$ cat src/rtl/seg_pkg.sv
// Shared constants for the seven-segment scan counter.
// Mode encodings and the hex segment table.
package seg_pkg;

    localparam logic [1:0] MODE_UP   = 2'b00;
    localparam logic [1:0] MODE_PASS = 2'b01;
    localparam logic [1:0] MODE_HOLD = 2'b10;
    localparam logic [1:0] MODE_DOWN = 2'b11;

    localparam logic [6:0] SEG_BLANK = 7'h00;

    // Entry n (n = 0..15) holds the a..g pattern for hex digit n.
    localparam logic [15:0][6:0] SEG_HEX = {
        7'h71, 7'h79, 7'h5E, 7'h39,
        7'h7C, 7'h77, 7'h6F, 7'h7F,
        7'h07, 7'h7D, 7'h6D, 7'h66,
        7'h4F, 7'h5B, 7'h06, 7'h3F
    };

endpackage

$ cat src/rtl/seg7_hex_decode.sv
// Hex nibble to seven-segment pattern.
// Segments a..g map to bit0..bit6, active high.
module seg7_hex_decode
    import seg_pkg::*;
(
    input  logic [3:0] nibble,
    output logic [6:0] seg
);

    // Table lookup, purely combinational
    always_comb begin
        seg = SEG_HEX[nibble];
    end

endmodule

$ cat src/rtl/seg_scan_counter.sv
// Multi-digit hex counter with a time-multiplexed
// seven-segment display driver.
module seg_scan_counter
    import seg_pkg::*;
#(
    parameter int DIGITS     = 4,
    parameter int PRESCALE_W = 16,
    parameter int SCAN_DIV   = 1024
) (
    input  logic                  clk,
    input  logic                  rst_n,
    input  logic [1:0]            mode,
    input  logic                  load,
    input  logic [4*DIGITS-1:0]   ext_value,
    input  logic [PRESCALE_W-1:0] tick_div,
    input  logic                  blank_lz,
    output logic [6:0]            seg_out,
    output logic [DIGITS-1:0]     digit_en,
    output logic                  wrap
);

    localparam int CW = 4 * DIGITS;
    localparam int SW = (SCAN_DIV > 1) ? $clog2(SCAN_DIV) : 1;
    localparam int IW = (DIGITS > 1) ? $clog2(DIGITS) : 1;

    logic [PRESCALE_W-1:0] prescaler;
    logic                  tick;
    logic [CW-1:0]         counter;
    logic [SW-1:0]         scan_cnt;
    logic [IW-1:0]         scan_idx;
    logic [CW-1:0]         src;
    logic [DIGITS-1:0]     blank;
    logic                  upper_zero;
    logic [3:0]            nib;
    logic                  blank_sel;
    logic [DIGITS-1:0]     en_d;
    logic [6:0]            seg_nib;

    // Only an exact match ticks; a lowered tick_div lets the
    // prescaler roll over through all-ones rather than lock up.
    assign tick = (prescaler == tick_div);

    // Count-tick divider
    always_ff @(posedge clk or negedge rst_n) begin
        if (!rst_n) begin
            prescaler <= '0;
        end else if (tick) begin
            prescaler <= '0;
        end else begin
            prescaler <= prescaler + PRESCALE_W'(1);
        end
    end

    // Counter with load priority and wrap pulse
    always_ff @(posedge clk or negedge rst_n) begin
        if (!rst_n) begin
            counter <= '0;
            wrap    <= 1'b0;
        end else begin
            wrap <= 1'b0;
            if (load) begin
                counter <= ext_value;
            end else if (tick) begin
                case (mode)
                    MODE_UP: begin
                        counter <= counter + CW'(1);
                        wrap    <= &counter;
                    end
                    MODE_DOWN: begin
                        counter <= counter - CW'(1);
                        wrap    <= ~|counter;
                    end
                    default: ;
                endcase
            end
        end
    end

    // Scan slot timer and digit index
    always_ff @(posedge clk or negedge rst_n) begin
        if (!rst_n) begin
            scan_cnt <= '0;
            scan_idx <= '0;
        end else if (scan_cnt == SW'(SCAN_DIV - 1)) begin
            scan_cnt <= '0;
            if (scan_idx == IW'(DIGITS - 1)) begin
                scan_idx <= '0;
            end else begin
                scan_idx <= scan_idx + IW'(1);
            end
        end else begin
            scan_cnt <= scan_cnt + SW'(1);
        end
    end

    // Display source: live ext_value in pass-through
    always_comb begin
        src = (mode == MODE_PASS) ? ext_value : counter;
    end

    // Leading-zero blanking; digit 0 is never blanked
    always_comb begin
        upper_zero = 1'b1;
        blank      = '0;
        for (int i = DIGITS - 1; i >= 0; i--) begin
            upper_zero = upper_zero && (src[4*i +: 4] == 4'h0);
            blank[i]   = blank_lz && upper_zero && (i != 0);
        end
    end

    // Select the active digit's nibble, blank flag and enable
    always_comb begin
        nib       = 4'h0;
        blank_sel = 1'b0;
        en_d      = '0;
        for (int i = 0; i < DIGITS; i++) begin
            if (scan_idx == IW'(i)) begin
                nib       = src[4*i +: 4];
                blank_sel = blank[i];
                en_d[i]   = 1'b1;
            end
        end
    end

    seg7_hex_decode u_dec (
        .nibble (nib),
        .seg    (seg_nib)
    );

    // Registered display outputs
    always_ff @(posedge clk or negedge rst_n) begin
        if (!rst_n) begin
            seg_out  <= SEG_BLANK;
            digit_en <= '0;
        end else begin
            seg_out  <= blank_sel ? SEG_BLANK : seg_nib;
            digit_en <= en_d;
        end
    end

endmodule

$ cat config.mk
export PLATFORM = sky130hd
export DESIGN_NAME = seg_scan_counter
export DESIGN_NICKNAME = d
export VERILOG_FILES = /design/src/rtl/seg_pkg.sv /design/src/rtl/seg7_hex_decode.sv /design/src/rtl/seg_scan_counter.sv
export SDC_FILE = /design/constraint.sdc
export NUM_CORES = 1
export LEC_CHECK = 0
export BUFFER_PORTS_ARGS = -buffer_cell sky130_fd_sc_hd__buf_2
export CAP_MARGIN = 5
export CORE_MARGIN = 2
export CORE_UTILIZATION = 48
export CTS_CLUSTER_SIZE = 12
export DETAILED_ROUTE_END_ITERATION = 6
export HOLD_SLACK_MARGIN = 0.08
export PLACE_DENSITY = 0.66
export SLEW_MARGIN = 25
export SYNTH_ARGS = -nofsm -noshare
export SYNTH_HDL_FRONTEND = slang
export SYNTH_SLANG_ARGS = --single-unit
$ cat constraint.sdc
create_clock -name clk -period 7.47 [get_ports clk]
set_input_delay 0 -clock clk [delete_from_list [all_inputs] [get_ports clk]]
set_output_delay 0 -clock clk [all_outputs]
set_load 0.005 [all_outputs]
Word-level counts from Yosys, hierarchy flattened
Memories as Yosys holds them, arrays and structs flattened.
Cells that the tools add are included.
{"block": "op_classes", "n_reduce_logical": 16, "mul": 0, "eq_ne": 7, "addsub": 5, "shifts": 0, "order_cmp": 1, "div_mod_pow": 0, "muxes": 23, "n_bitwise": 0}
{"operator": "$mux W16", "count": 4}
{"operator": "$add A16 B1 Y16 const B", "count": 2}
{"operator": "$pmux W16 S2", "count": 1}
{"operator": "$eq A16 B16 Y1", "count": 1}
{"operator": "$mux W4", "count": 4}
{"operator": "$reduce_and A16 Y1", "count": 1}
{"operator": "$reduce_or A16 Y1", "count": 1}
{"operator": "$sub A16 B1 Y16 const B", "count": 1}
{"operator": "$mux W7", "count": 2}
{"operator": "$logic_not A4 Y1", "count": 3}
{"operator": "$add A10 B1 Y10 const B", "count": 1}
{"operator": "$eq A10 B10 Y1 const B", "count": 1}
{"operator": "$mux W10", "count": 1}
{"operator": "$mux W1", "count": 9}
{"operator": "$eq A2 B2 Y1 const B", "count": 3}
{"operator": "$logic_and A1 B1 Y1", "count": 5}
{"operator": "$lt A4 B5 Y1 const B", "count": 1}
{"operator": "$eq A2 B1 Y1 const B", "count": 2}
{"operator": "$logic_not A2 Y1", "count": 2}
{"operator": "$reduce_bool A3 Y1", "count": 1}
{"operator": "$add A2 B1 Y2 const B", "count": 1}
{"operator": "$mux W2", "count": 1}
{"operator": "$pmux W1 S2", "count": 1}
{"operator": "$reduce_and A2 Y1", "count": 1}
{"operator": "other kinds (2)", "count": 2}
{"block": "totals", "in_bits": 38, "regBits": 56, "elab_cells": 60, "latchBits": 0, "romBits": 112, "mem_count": 1, "mem_bits_rw": 0, "out_inout_bits": 12}
{"name": "(no name shown)", "words": 16, "word_bits": 7, "rd": 1, "rd_clocked_by_memory_dff": 0, "wr": 0, "line_no": "seg7_hex_decode.sv:12", "rtl": "seg = SEG_HEX[nibble];"}

Longest topological paths before layout
{"block": "logic_depth", "depth_word": 10, "depth_mapped": 13, "depth_no_buf": 10}

Modules after synthesis
Synthesis repeated with hierarchy kept, for this count alone.
{"block": "hier_totals", "cells_unflattened": 486, "hier_area_um2": 4261.6}
{"module": "seg_scan_counter", "cells_each": 453, "instances": 1, "area_per_inst_um2": 3973.8, "seq_area_each_um2": 1401.3}
{"module": "seg7_hex_decode", "cells_each": 33, "instances": 1, "area_per_inst_um2": 287.8, "seq_area_each_um2": 0.0}

Worst setup path after synthesis
No wires, ideal clock.
{"block": "synth_timing", "path_type": "input to register", "from": "in mode[0]", "to": "reg counter[14]", "setup_time_ns": 0.139, "cell_stages": 13, "arrival_ns": 3.063, "path_slack_ns": 4.268, "path_cell_list": "ha_1 -> buf_4 -> clkbuf_8 -> buf_2 -> buf_1 -> xor2_1 -> ha_1 -> a21boi_0 -> o22ai_1 -> o31a_1 -> a2111o_1 -> o2111a_1 -> or4b_1"}
{"block": "synth_via", "elab_chain_len": 4}
{"element": "from (decl)", "line_no": "seg_scan_counter.sv:12", "rtl": "input logic [1:0] mode,"}
{"element": "$eq A2 B2 Y1 or $logic_not A2 Y1 (tied branches)", "line_no": "seg_scan_counter.sv:64", "rtl": "case (mode)"}
{"element": "$pmux W16 S2", "line_no": "seg_scan_counter.sv:64"}
{"element": "$mux W16", "line_no": "seg_scan_counter.sv:63", "rtl": "end else if (tick) begin"}
{"element": "$mux W16", "line_no": "seg_scan_counter.sv:61", "rtl": "if (load) begin"}
{"element": "to (signal assigned)", "line_no": "seg_scan_counter.sv:62", "rtl": "counter <= ext_value;"}
{"element": "to (signal assigned)", "line_no": "seg_scan_counter.sv:66", "rtl": "counter <= counter + CW'(1);"}
{"element": "to (signal assigned)", "line_no": "seg_scan_counter.sv:70", "rtl": "counter <= counter - CW'(1);"}
{"element": "to (decl)", "line_no": "seg_scan_counter.sv:28", "rtl": "logic [CW-1:0] counter;"}
Parallel ways exist; a longest one is shown, timed or not. The select of a mux whose other input is x is not followed.
A chain may end at the register's enable or synchronous reset.

Final worst setup path
Ends and elaborated chain as after synthesis.

==> summary.md <==
| Metric | Value |
|---|---|
| DR DRC count | 0 |
| Netlist cell types | about 70 |
| Mux cell area share after synthesis | 0.0496 |
| Post-CTS Setup Bufs | 0 |
| Die area | 0.00981 mm^2 |
| Port Buffers | slightly below 50 |
| M3 GR Usage | 0.0411 |
| Peak VDD IR | about 0.000084 V |
| Final WL | approximately 11 mm |
| Detail Route Antenna Nets | 0 |
| Detailed router's first-iteration violation count | about 360 |
| Critical path fanouts, max | 40 |
| Cell area power density | roughly 160 mW/mm^2 |
| Post-Route Setup TNS | 0 ns |
| CP max stage delay | 0.53 ns |
| Mapped Area | roughly 0.0043 mm^2 |
| Arrival time at the worst endpoint | ~3.6 ns |
| Chip width | 99.1 um |
| Met2 Use GR | 0.377 |
| GRT Overall Usage | 0.243 |
| Critical path class | in -> reg |
| Routed wire per std cell | approximately 17 um |
| Final Setup Violations | 0 |
| Filler cells | roughly 790 |
| Flops & latches, synth | between 50 and 60 |
| Hold Worst Slack | 0.0981 ns |
| Final Wtd Congestion | approximately 0.91 |
| I/O pin count | 50 |
| Hold Crit Class | in -> reg |
| Mean Syn Cell Area | between 8 and 9 um^2 |
| Vias per cell | just over 6 |
| Global Route met1 Usage | 0.343 |
| FMAX | roughly 300 MHz |
| Max Buffers Root-to-Sink | 2 |
| Worst Path Buf+Inv | 3 |
| Initial antenna violation count | 0 |
| Tmin final | 3.36 ns |
| Critical Path Start Type | input pin |
| Initial core utilization | 0.497 |
| CP required | slightly below 8 ns |
| Final hold vios | 0 |
| Post-synthesis simple-gate area fraction | 0.237 |
| Hpwl dp | between 7 and 8 mm |
| DR pass1 iterations | 6 |
| Largest net degree at the start of global routing | 57 |
| Unrepaired setup endpoints after global routing | no |
| Via count | a little over 4000 |
| CTS Sinks | 56 |
| Post-Syn Instances | 503 |
| Number of gates resized after cts | 0 |
| Clock Latency Late Sink | around 0.34 ns |
| Largest family of logic cells by synthesized area | simple AND/OR/NAND/NOR gates |
| Number of synthesized flops with an enable pin | 0 |
| Relative slew slack | 0.386 |
| TritonCTS Buffers | 5 |
| First-pass GRT wire length | 19.3 mm |
| CTS clk-pin slew, worst paths | around 0.12 ns |
| Worst path most repeated cell | ha_1 |
| Die Span Y | roughly 100 um |
| Dominant synthesized flop cell | dfrtp_1 |
| Post-route cell area | ~0.0048 mm^2 |
| Number of global-route vias before repair | 3920 |
| Leak | between 2 and 2.5 nW |
| Num rows | 34 |
| Clock Skews | about 0.012 ns |
| Max-slew violation count | 0 |
| Crit path cell chain | dlygate4sd3_1 -> buf_2 -> ha_1 -> buf_4 -> xor2_1 -> ha_1 -> a21boi_0 -> o22ai_1 -> o31a_1 -> a2111o_1 -> o2111a_1 -> or4b_1 |
| Actual slew at the worst max-slew pin | 0.920 ns |
| Maxcap violations | 0 |
| Tcrit/Tclk final | 0.449 |
| Sequential area share after synthesis | 0.323 |
| Post-DP Area | 0.00453 mm^2 |
| Final nets | 605 |
| CTS root buf | clkbuf_8 |
| # H-tree levels | 2 |
| Synth Area in Compound Gates | 0.187 |
| Grt ovf | 0 |
| Synthesized net count | approximately 560 |
| Synth Area in Adders | 0.0490 |
| Ys async rst share | 1.00 |
| Layout cells sized above 1 | 0.138 |
| Yosys warning count | 0 |
| CTS tree | yes |
| Status | finished, final reports clean |
| CP max stage cell | dlygate4sd3_1 |
| Ant diodes | 0 |
| Busiest grt layer | met2 |
| Core Footprint | about 0.0087 mm^2 |
| Crit path max-delay family | compound AO/OA/AOI/OAI gates |
| CP endpoint kind | flop |
| Post-Synth XOR/XNOR Area | 0.0929 |
| P&R area growth vs syn | 11.6% |
-- power breakdown --
group / switching, mW / internal (mW)
Sequential: 0.0464 / 0.328
Combinational: 0.101 / 0.0849
Clock: 0.122 / 0.0711
-- per-layer routing --
layer,vias to the layer above,share of wire
met4,0,0.026
met1,1938,0.46
li1,1929,-
met3,31,0.058
met5,-,0
met2,137,0.45
-- path summary, 6_finish.rpt --
check / start / endpoint / slack (ns) / depth (start not counted)
max in group asynchronous: rst_n / counter[5] / 6.65 / 3
min in group asynchronous: rst_n / scan_cnt[4] / 0.33 / 3
worst min-delay path: blank_lz / seg_out[1] / 0.1 / 3
worst max-delay path: mode[0] / counter[14] / 4.11 / 12
worst max register to register: counter[1] / counter[14] / 4.34 / 8
worst min register to register: scan_cnt[6] / scan_cnt[6] / 0.48 / 1
-- timing repair --
action                     4_1_cts  5_1_grt
setup endpoints to repair        0        0
hold endpoints to repair        73        0
hold buffers                    19        0
-- cells in the mapped netlist (3+ instances only) --
library cell | instances | area (um^2)
o211ai_1 | 5 | 37.5
dfrtp_1 | 56 | 1400
nand2_1 | 41 | 154
ha_1 | 17 | 213
o31ai_1 | 7 | 52.6
nand4_1 | 6 | 37.5
nor2b_1 | 6 | 37.5
nand2b_1 | 5 | 31.3
buf_6 | 3 | 33.8
inv_1 | 18 | 67.6
clkbuf_1 | 14 | 52.6
a22oi_1 | 5 | 37.5
o31a_1 | 4 | 35.0
or4_1 | 7 | 52.6
a21oi_1 | 18 | 90.1
and3_1 | 4 | 25.0
buf_2 | 6 | 30.0
a211oi_1 | 5 | 37.5
mux2_2 | 4 | 45.0
o221ai_1 | 3 | 26.3
mux2i_1 | 17 | 170
clkbuf_8 | 5 | 68.8
nor3_1 | 13 | 65.1
nor4_1 | 12 | 75.1
and2_1 | 4 | 25.0
nor2_1 | 48 | 180
and4_1 | 3 | 26.3
o22ai_1 | 6 | 37.5
or3_1 | 6 | 37.5
or4b_1 | 3 | 30.0
nand3_1 | 28 | 140
xor2_1 | 33 | 289
xnor2_1 | 13 | 114
a31oi_1 | 6 | 37.5
o21ai_0 | 23 | 115
-- per-stage QoR --
| step | cells | power (mW) | setup WS, ns | util |
|---|---|---|---|---|
| 2_1_floorplan | 503 | 0.497 | 4.27 | - |
| 3_3_place_gp | 631 | 0.548 | 4.25 | 0.520 |
| 3_5_place_dp | 631 | 0.552 | 4.07 | 0.520 |
| 4_1_cts | 658 | 0.756 | 3.90 | 0.553 |
| 5_1_grt | 659 | 0.801 | 3.92 | 0.555 |
| 6_report | 659 | 0.754 | 4.11 | 0.555 |
-- kinds of logic after synthesis --
logic type | after synthesis
flip-flops | 56
buffers and inverters | 49
adder cells (fa/ha/maj) | 17
multiplexers | 21
XOR/XNOR | 46
AO/OA/AOI/OAI | 115
AND/OR/NAND/NOR | 199
-- sequential cells by signal (all words and copies together), names as in the netlist --
name,cells
digit_en,4
prescaler,16
counter,16
wrap,1
scan_cnt,10
scan_idx,2
seg_out,7
-- cell type report --
cell class / instances / area [um^2] / share of cell area
clock buffer: 5 / 68.8 / 0.0142
clock inverter: 3 / 33.8 / 0.00698
multi-input combinational: 398 / 2680 / 0.553
inverter: 18 / 67.6 / 0.0140
sequential: 56 / 1400 / 0.290
timing repair buffer: 71 / 458 / 0.0946
tap: 108 / 135 / 0.0279
-- worst min-delay path: cells and delay by family --
family / cells / cell delay (ns)
AND/OR/NAND/NOR: 1 / 0.12
AO/OA/AOI/OAI: 1 / 0.18
buffers and inverters: 1 / 0.10
-- cells in the final DEF, fill, tap and decap left out, types with 7 or more instances in the layout --
cell type and instances:
o21ai_0 23, buf_2 49, a21oi_1 18, xor2_1 33, xnor2_1 13, nor2_1 48, nand3_1 28, nor3_1 13
or4_1 7, mux2i_1 17, dlygate4sd3_1 19, ha_1 16, dfrtp_1 56, nand2_1 41, inv_1 18, nor4_1 12
Power figures use the tool's default switching activity.
